==> src/rtl/mem_arbiter.sv <==
// ---------------------------------------------------------------------------
// mem_arbiter
//   Shares one single-port, synchronous-read word memory between the CPU
//   instruction-fetch port (read-only) and the data port (read/write).
//   One access is in flight at a time; each grant walks
//   IDLE -> ISSUE -> CAPTURE -> ACK, so a request seen in IDLE is acknowledged
//   three cycles later and accesses issue at most once every four cycles.
//
//   Configuration macro: ARB_RR_EN
//     undefined : fixed priority, data port beats fetch on a tie
//     defined   : round-robin on a tie, using a 1-bit last-owner register
//
// Ports
//   clk, rst_n                 clock, asynchronous active-low reset
//   i_req/i_addr               fetch request (held until i_ack) and word address
//   i_ack/i_rdata              fetch completion pulse and fetched word (held)
//   d_read_en/d_write_en       data read / write requests (held until d_ack)
//   d_addr/d_write_data        data word address and write data
//   d_ack/d_rdata/d_err        data completion pulse, read word (held), range error
//   mem_en/mem_we              memory access strobe and write enable
//   mem_addr/mem_wdata         memory word address and write data
//   mem_rdata                  memory read data, valid the cycle after mem_en
// ---------------------------------------------------------------------------
module mem_arbiter #(
  parameter int ADDR_W = 10,
  parameter int DATA_W = 32
) (
  input  logic              clk,
  input  logic              rst_n,
  input  logic              i_req,
  input  logic [31:0]       i_addr,
  output logic              i_ack,
  output logic [DATA_W-1:0] i_rdata,
  input  logic              d_read_en,
  input  logic              d_write_en,
  input  logic [31:0]       d_addr,
  input  logic [DATA_W-1:0] d_write_data,
  output logic              d_ack,
  output logic [DATA_W-1:0] d_rdata,
  output logic              d_err,
  output logic              mem_en,
  output logic              mem_we,
  output logic [ADDR_W-1:0] mem_addr,
  output logic [DATA_W-1:0] mem_wdata,
  input  logic [DATA_W-1:0] mem_rdata
);

  typedef enum logic [1:0] {
    S_IDLE    = 2'd0,
    S_ISSUE   = 2'd1,
    S_CAPTURE = 2'd2,
    S_ACK     = 2'd3
  } state_t;

  localparam logic OWN_FETCH = 1'b0;
  localparam logic OWN_DATA  = 1'b1;

  state_t              state_q, state_d;
  logic                owner_q, owner_d;
  logic                we_q, we_d;
  logic                err_q, err_d;
  logic [ADDR_W-1:0]   addr_q, addr_d;
  logic [DATA_W-1:0]   wdata_q, wdata_d;

  logic                i_ack_q, i_ack_d;
  logic                d_ack_q, d_ack_d;
  logic                d_err_q, d_err_d;
  logic                mem_en_q, mem_en_d;
  logic                mem_we_q, mem_we_d;
  logic [DATA_W-1:0]   i_rdata_q, i_rdata_d;
  logic [DATA_W-1:0]   d_rdata_q, d_rdata_d;

  logic                d_pend_s;
  logic                pend_s;
  logic                d_oor_s;
  logic                grant_data_s;
  logic                unused_s;

  assign d_pend_s = d_read_en | d_write_en;
  assign pend_s   = i_req | d_pend_s;
  // Any set bit above the memory's address range makes a data access illegal.
  assign d_oor_s  = |d_addr[31:ADDR_W];
  // Fetch addresses simply wrap modulo the memory depth.
  assign unused_s = ^i_addr[31:ADDR_W];

`ifdef ARB_RR_EN
  logic last_owner_q, last_owner_d;

  // On a tie the port that was not granted last wins.
  assign grant_data_s = d_pend_s & (~i_req | (last_owner_q == OWN_FETCH));

  // Last-owner register for round-robin tie breaking.
  always_ff @(posedge clk or negedge rst_n) begin
    if (!rst_n) begin
      last_owner_q <= OWN_FETCH;
    end else begin
      last_owner_q <= last_owner_d;
    end
  end

  // Last owner updates at every grant.
  always_comb begin
    last_owner_d = last_owner_q;
    if ((state_q == S_IDLE) && pend_s) begin
      last_owner_d = grant_data_s;
    end else begin
      last_owner_d = last_owner_q;
    end
  end
`else
  assign grant_data_s = d_pend_s;
`endif

  // State register and latched transaction context.
  always_ff @(posedge clk or negedge rst_n) begin
    if (!rst_n) begin
      state_q <= S_IDLE;
      owner_q <= OWN_FETCH;
      we_q    <= 1'b0;
      err_q   <= 1'b0;
      addr_q  <= {ADDR_W{1'b0}};
      wdata_q <= {DATA_W{1'b0}};
    end else begin
      state_q <= state_d;
      owner_q <= owner_d;
      we_q    <= we_d;
      err_q   <= err_d;
      addr_q  <= addr_d;
      wdata_q <= wdata_d;
    end
  end

  // Next-state logic; the grant context is latched when leaving IDLE.
  always_comb begin
    state_d = state_q;
    owner_d = owner_q;
    we_d    = we_q;
    err_d   = err_q;
    addr_d  = addr_q;
    wdata_d = wdata_q;
    case (state_q)
      S_IDLE: begin
        if (pend_s) begin
          state_d = S_ISSUE;
          owner_d = grant_data_s;
          // Read and write together is treated as a write.
          we_d    = grant_data_s & d_write_en;
          err_d   = grant_data_s & d_oor_s;
          if (grant_data_s) begin
            addr_d = d_addr[ADDR_W-1:0];
          end else begin
            addr_d = i_addr[ADDR_W-1:0];
          end
          if (grant_data_s && d_write_en) begin
            wdata_d = d_write_data;
          end else begin
            wdata_d = wdata_q;
          end
        end else begin
          state_d = S_IDLE;
        end
      end
      S_ISSUE:   state_d = S_CAPTURE;
      S_CAPTURE: state_d = S_ACK;
      S_ACK:     state_d = S_IDLE;
      default:   state_d = S_IDLE;
    endcase
  end

  // Output next values, decoded from the upcoming state so outputs stay registered.
  always_comb begin
    mem_en_d  = (state_d == S_ISSUE) & ~err_d;
    mem_we_d  = (state_d == S_ISSUE) & ~err_d & we_d;
    i_ack_d   = (state_d == S_ACK) & (owner_q == OWN_FETCH);
    d_ack_d   = (state_d == S_ACK) & (owner_q == OWN_DATA);
    d_err_d   = (state_d == S_ACK) & (owner_q == OWN_DATA) & err_q;
    i_rdata_d = i_rdata_q;
    d_rdata_d = d_rdata_q;
    if (state_q == S_CAPTURE) begin
      if (owner_q == OWN_FETCH) begin
        i_rdata_d = mem_rdata;
      end else if (!we_q) begin
        // A suppressed out-of-range read returns zero.
        d_rdata_d = err_q ? {DATA_W{1'b0}} : mem_rdata;
      end else begin
        d_rdata_d = d_rdata_q;
      end
    end else begin
      i_rdata_d = i_rdata_q;
      d_rdata_d = d_rdata_q;
    end
  end

  // Output registers.
  always_ff @(posedge clk or negedge rst_n) begin
    if (!rst_n) begin
      mem_en_q  <= 1'b0;
      mem_we_q  <= 1'b0;
      i_ack_q   <= 1'b0;
      d_ack_q   <= 1'b0;
      d_err_q   <= 1'b0;
      i_rdata_q <= {DATA_W{1'b0}};
      d_rdata_q <= {DATA_W{1'b0}};
    end else begin
      mem_en_q  <= mem_en_d;
      mem_we_q  <= mem_we_d;
      i_ack_q   <= i_ack_d;
      d_ack_q   <= d_ack_d;
      d_err_q   <= d_err_d;
      i_rdata_q <= i_rdata_d;
      d_rdata_q <= d_rdata_d;
    end
  end

  assign mem_en    = mem_en_q;
  assign mem_we    = mem_we_q;
  assign mem_addr  = addr_q;
  assign mem_wdata = wdata_q;
  assign i_ack     = i_ack_q;
  assign d_ack     = d_ack_q;
  assign d_err     = d_err_q;
  assign i_rdata   = i_rdata_q;
  assign d_rdata   = d_rdata_q;

endmodule

==> config.mk <==
export PLATFORM = sky130hd
export DESIGN_NAME = mem_arbiter
export DESIGN_NICKNAME = d
export VERILOG_FILES = /design/src/rtl/mem_arbiter.sv
export SDC_FILE = /design/constraint.sdc
export NUM_CORES = 1
export LEC_CHECK = 0
export ABC_AREA = 1
export ABC_CLOCK_PERIOD_IN_PS = 1300
export CORE_MARGIN = 1
export CORE_UTILIZATION = 36
export DETAILED_ROUTE_END_ITERATION = 8
export MAX_ROUTING_LAYER = met4
export PLACE_DENSITY = 0.77
export SLEW_MARGIN = 30
export SYNTH_ARGS = -nofsm -noshare
export SYNTH_HDL_FRONTEND = slang
export SYNTH_SLANG_ARGS = --single-unit
export TNS_END_PERCENT = 20
==> constraint.sdc <==
create_clock -name clk -period 1.3 [get_ports clk]
set_input_delay 0.26 -clock clk [delete_from_list [all_inputs] [get_ports clk]]
set_output_delay 0.26 -clock clk [all_outputs]
set_load 0.005 [all_outputs]
## Word level (Yosys, flattened, before mapping)

Cells that the tools add are included.

| storage, ports and cells | value |
|---|---|
| register bits after elaboration | 116 |
| output and inout port bits | 111 |

| cells by class | value |
|---|---|
| equal/unequal tests | 5 |
| muxes and demuxes | 8 |
| bitwise operators | 12 |
| reductions and logical operators | 7 |

Operators with widths:

| kind | number |
|---|---|
| $mux W32 | 1 |
| $reduce_or A22 Y1 | 1 |
| $mux W10 | 1 |
| $pmux W2 S4 | 1 |
| $and A1 B1 Y1 | 7 |
| $eq A2 B2 Y1 const B | 3 |
| $reduce_and A3 Y1 | 2 |
| $mux W1 | 5 |
| $eq A2 B1 Y1 const B | 2 |
| $reduce_and A2 Y1 | 2 |
| $not A1 Y1 | 3 |
| $logic_not A2 Y1 | 1 |
| $or A1 B1 Y1 | 2 |
| $logic_and A1 B1 Y1 | 1 |

## Depth between registers and ports, before layout

| logic depth | value |
|---|---|
| depth after elaboration | 7 |
| depth in mapped cells | 8 |
| mapped depth without buffers | 8 |

## Least setup slack after synthesis

OpenSTA, ideal clock, no wires.

| timing | value |
|---|---|
| path kind | reg-to-reg |
| from | reg state_q[0] |
| to | reg d_rdata_q[10] (netlist: d_rdata[10]) |
| setup time | 0.130 ns |
| data arrival time | 1.298 ns |
| slack | -0.128 ns |
| stages on the path, launching flop included | 7 |
| period minus slack after synthesis | 1.428 ns |
| path through | dfrtp_1 -> inv_1 -> ha_1 -> inv_1 -> nor3_4 -> clkbuf_1 -> o21ai_0 |

| between the ends | value |
|---|---|
| word-level cells in the longest chain between the ends | 2 |

RTL lines:

| item | RTL line | RTL |
|---|---|---|
| start: declaration | 58 | `state_t state_q, state_d;` |
| start signal: assignment | 124 | `state_q <= state_d;` |
| $eq A2 B2 Y1 | 179 | `if (state_q == S_CAPTURE) begin` |
| $reduce_and A3 Y1 (no line) | -- |  |
| end signal: assignment | 203 | `d_rdata_q <= {DATA_W{1'b0}};` |
| end signal: assignment | 211 | `d_rdata_q <= d_rdata_d;` |
| end: declaration | 71 | `logic [DATA_W-1:0] d_rdata_q, d_rdata_d;` |

Every way passes these cells.
A chain may end at the register's enable or synchronous reset.

## Worst setup path after layout

| timing | value |
|---|---|
| from | reg state_q[1] |
| to | reg d_rdata_q[1] (netlist: d_rdata[1]) |

The elaborated chain is that of the path after synthesis.

==> key figures <==
Synth
  – Ys Warns: 0
  – Synthesized area: 4760 sq um
  – Syn_area_per_cell: 10.2 sq um
  – Number of synthesized register bits: 116
  – Main area contributors after synthesis: dfrtp_1 (61%), mux2_2 (7.6%), nand3_1 (6.9%)
  – Gate Count Post-Synth: 466
  – Post-synth net total: 603
  – Top-area cell type share of the netlist area: 60.9%
  – Post-synthesis sequential area ratio: 60.9%
  – Post-synth top area cell: dfrtp_1
  – Post-synthesis cell type count: 21

Cells and area
  – Fillers: 970
  – Ant diodes: 0
  – Layout Area Growth over Synthesis: 73.2%
  – Share of layout cells above drive strength 1: 22.1%
  – Fin nets: 860
  – Final core occ: 64.6%
  – Commonest non-fill, non-tap cells in the layout: dfrtp_1 (116), clkdlybuf4s50_1 (108), clkdlybuf4s15_1 (85), nand2_1 (84), nand3_1 (52)
  – Most common cell after layout, fill and taps aside: dfrtp_1
  – Final Non-Filler Cells: 908

Clock network
  – Clock slew at reported path FFs: 50 ps
  – Clk_lat worst skew: 400 ps
  – CTS buffer count: 17
  – Clock Sinks: 116
  – CTS Buffer Depth: 2
  – CTS root buf: clkbuf_16
  – CTS tree: built
  – H-tree depth: 4

STA
  – Final Skew: 8.09 ps
  – Normalized max-slew margin: 74.9%
  – F_max: 0.658 GHz
  – Slew Limit Fails: 0
  – Hold Vio Cnt, Final: 0
  – Final worst slack: -220 ps
  – Fin crit share: 117%
  – RSZ-0062 raised after global routing: true
  – Least-Margin Pin Slew: 377 ps
  – Post-layout min period: 1520 ps
  – # setup viols final: 109

Placed design
  – Placed insts: 850
  – PortBufs: 221
  – HPWL reported at the end of detailed placement: 9070 microns
  – Post-Place Worst Slack: -458 ps
  – GPL Wtd Cong: 0.781

Floorplanning
  – Chip Width: 117 microns
  – Die height: 117 microns
  – Total I/O pin count: 244
  – Core area: 12800 sq um
  – Die ar.: 13700 sq um
  – Initial core utilization: 37.3%
  – FP Rows: 41

Setup path
  – Worst R2R End: d_rdata[1]$_DFFE_PN0P_
  – Startpoint types: flip-flop
  – Crit-path max cell delay: 380 ps
  – Crit path cell chain: buf_6, ha_4, inv_4, nor3_4, buf_6, buf_12, nand3_2, o21ai_1
  – CP Capture Type: flip-flop
  – Worst Reg-to-Reg Cells: 8
  – Critical Path RT: 1600 ps
  – Crit-path most repeated cell: buf_6
  – CP Class: reg2reg
  – CP bufs+invs: 4
  – WP data arrival: 1810 ps
  – Critical path fanouts, max: 8
  – CP top delay family: buffers and inverters
  – R2r setup slk: -220 ps
  – Worst R2R Start: state_q[1]$_DFF_PN0_
  – Slowest cell on crit path: dfrtp_1

Routing
  – DR DRC count: 0
  – Routed WL: 14300 microns
  – DRT Pass-1 Iters: 4
  – Routed wire per std cell: 15.8 microns
  – DRT iter0 DRCs: 242
  – Vias per cell: 4.75
  – Routed via count: 4316
  – Routed Antenna Nets: 0

Global route
  – First-pass GRT wire length: 19800 microns
  – Grt ovf: 0
  – Number of global-route vias before repair: 4170
  – Tot GR Track Use: 19.7%
  – Initial antenna violation count: 0
  – Largest net degree at the start of global routing: 65

Run
  – # Max-Cap Violations: 0

Pwr
  – LEAKAGE: 0.00381 uW
  – Comb pwr share: 41.5%
  – Reg power frac: 32.7%
  – Total chip power: 19300 uW
  – Internal Power: 13300 uW
  – Worst vdd ir: 0.945 mV
  – Power Density: 2340 nW/um^2
  – Switching Fraction: 31.4%
  – Clock Power Share: 25.8%
  – Sw Pwr: 6060 uW

Min path
  – Worst Hold Class: in2async

Run status
  – Outcome: finished, violations left
  – Failing checks: setup timing
worst max path at each step:
stage	slack [ps]	startpoint	cells past startpoint	endpoint
6_report	-220	state_q[1]$_DFF_PN0_	8	d_rdata[1]$_DFFE_PN0P_
3_5_place_dp	-460	d_read_en	7	mem_wdata[7]$_DFFE_PN0P_
4_1_cts	-170	state_q[1]$_DFF_PN0_	7	d_rdata[21]$_DFFE_PN0P_
2_1_floorplan	-40	state_q[0]$_DFF_PN0_	6	d_rdata[21]$_DFFE_PN0P_
3_3_place_gp	-370	d_read_en	7	mem_wdata[13]$_DFFE_PN0P_
5_1_grt	-290	state_q[1]$_DFF_PN0_	8	d_rdata[1]$_DFFE_PN0P_
final cells by class:
| class | count | area, sq um | area share (%) |
|---|---|---|---|
| clock buffer | 24 | 492 | 5.96 |
| clock inverter | 8 | 146 | 1.77 |
| inverter | 46 | 175 | 2.12 |
| multi-input combinational | 276 | 1650 | 20.0 |
| sequential | 116 | 2900 | 35.2 |
| tap | 172 | 215 | 2.61 |
| timing repair buffer | 266 | 2670 | 32.4 |
through the flow:
| step | cell area [sq um] | hold WS [ps] | setup TNS (ps) |
|---|---|---|---|
| after floorplan | 4820 | -35.6 | -1220 |
| after global placement | 7290 | 198 | -18010 |
| after detailed placement | 7290 | 201 | -22530 |
| after CTS | 8080 | 307 | -14630 |
| after global routing | 8250 | 342 | -22650 |
| final | 8250 | 324 | -15010 |
Yosys cell counts:
master      n
nor2_8      1
o21ai_1     6
inv_1      45
nor3_4      1
o21bai_1    1
or2_1       1
buf_4      10
clkbuf_1   10
a31oi_1    10
ha_1        4
mux2_2     32
nand2_1    86
clkinv_1    1
o21ai_0    38
buf_2       6
dfrtp_1   116
buf_6       2
nand3_1    66
a21oi_4     1
or2_2       1
nor2_1     28
layer usage:
layer  GRT usage [%]  vias to the layer above  share of wire [%]
li1                -                     2043                  -
met1            22.6                     2060                 41
met2            32.6                      192                 51
met3            5.36                       21                6.4
met4            8.19                        0                1.6
met5               -                        -                  0
power groups by stage:
stage	logic, uW	registers, uW	clock network (uW)
final	8020	6330	4980
after global placement	7530	6300	0
after detailed placement	7730	6340	0
after global routing	8740	6530	5240
after floorplan	3070	6380	0
after CTS	7470	6320	5040
kinds of logic after synthesis:
group	share of synthesized area, %
buf+inv	7.09
flops	60.9
mux	7.56
fa+ha+maj	1.05
simple gates	16.9
compound gates	6.43
registers in the layout, summed over array words and instances (netlist names):
signal / count
i_ack: 1
d_ack: 1
owner_q: 1
mem_wdata: 32
we_q: 1
err_q: 1
mem_we: 1
i_rdata: 32
d_err: 1
d_rdata: 32
state_q: 2
mem_addr: 10
mem_en: 1
what timing repair did:
action                                 4_1_cts  5_1_grt
setup buffers                               14        3
pin swaps                                    0        3
setup endpoints to repair                  220      138
hold buffers                                 1        0
endpoints found under the hold margin       22        0
resized for setup                          228       57
gates cloned                                 1        7
Power figures use the tool's default switching activity.
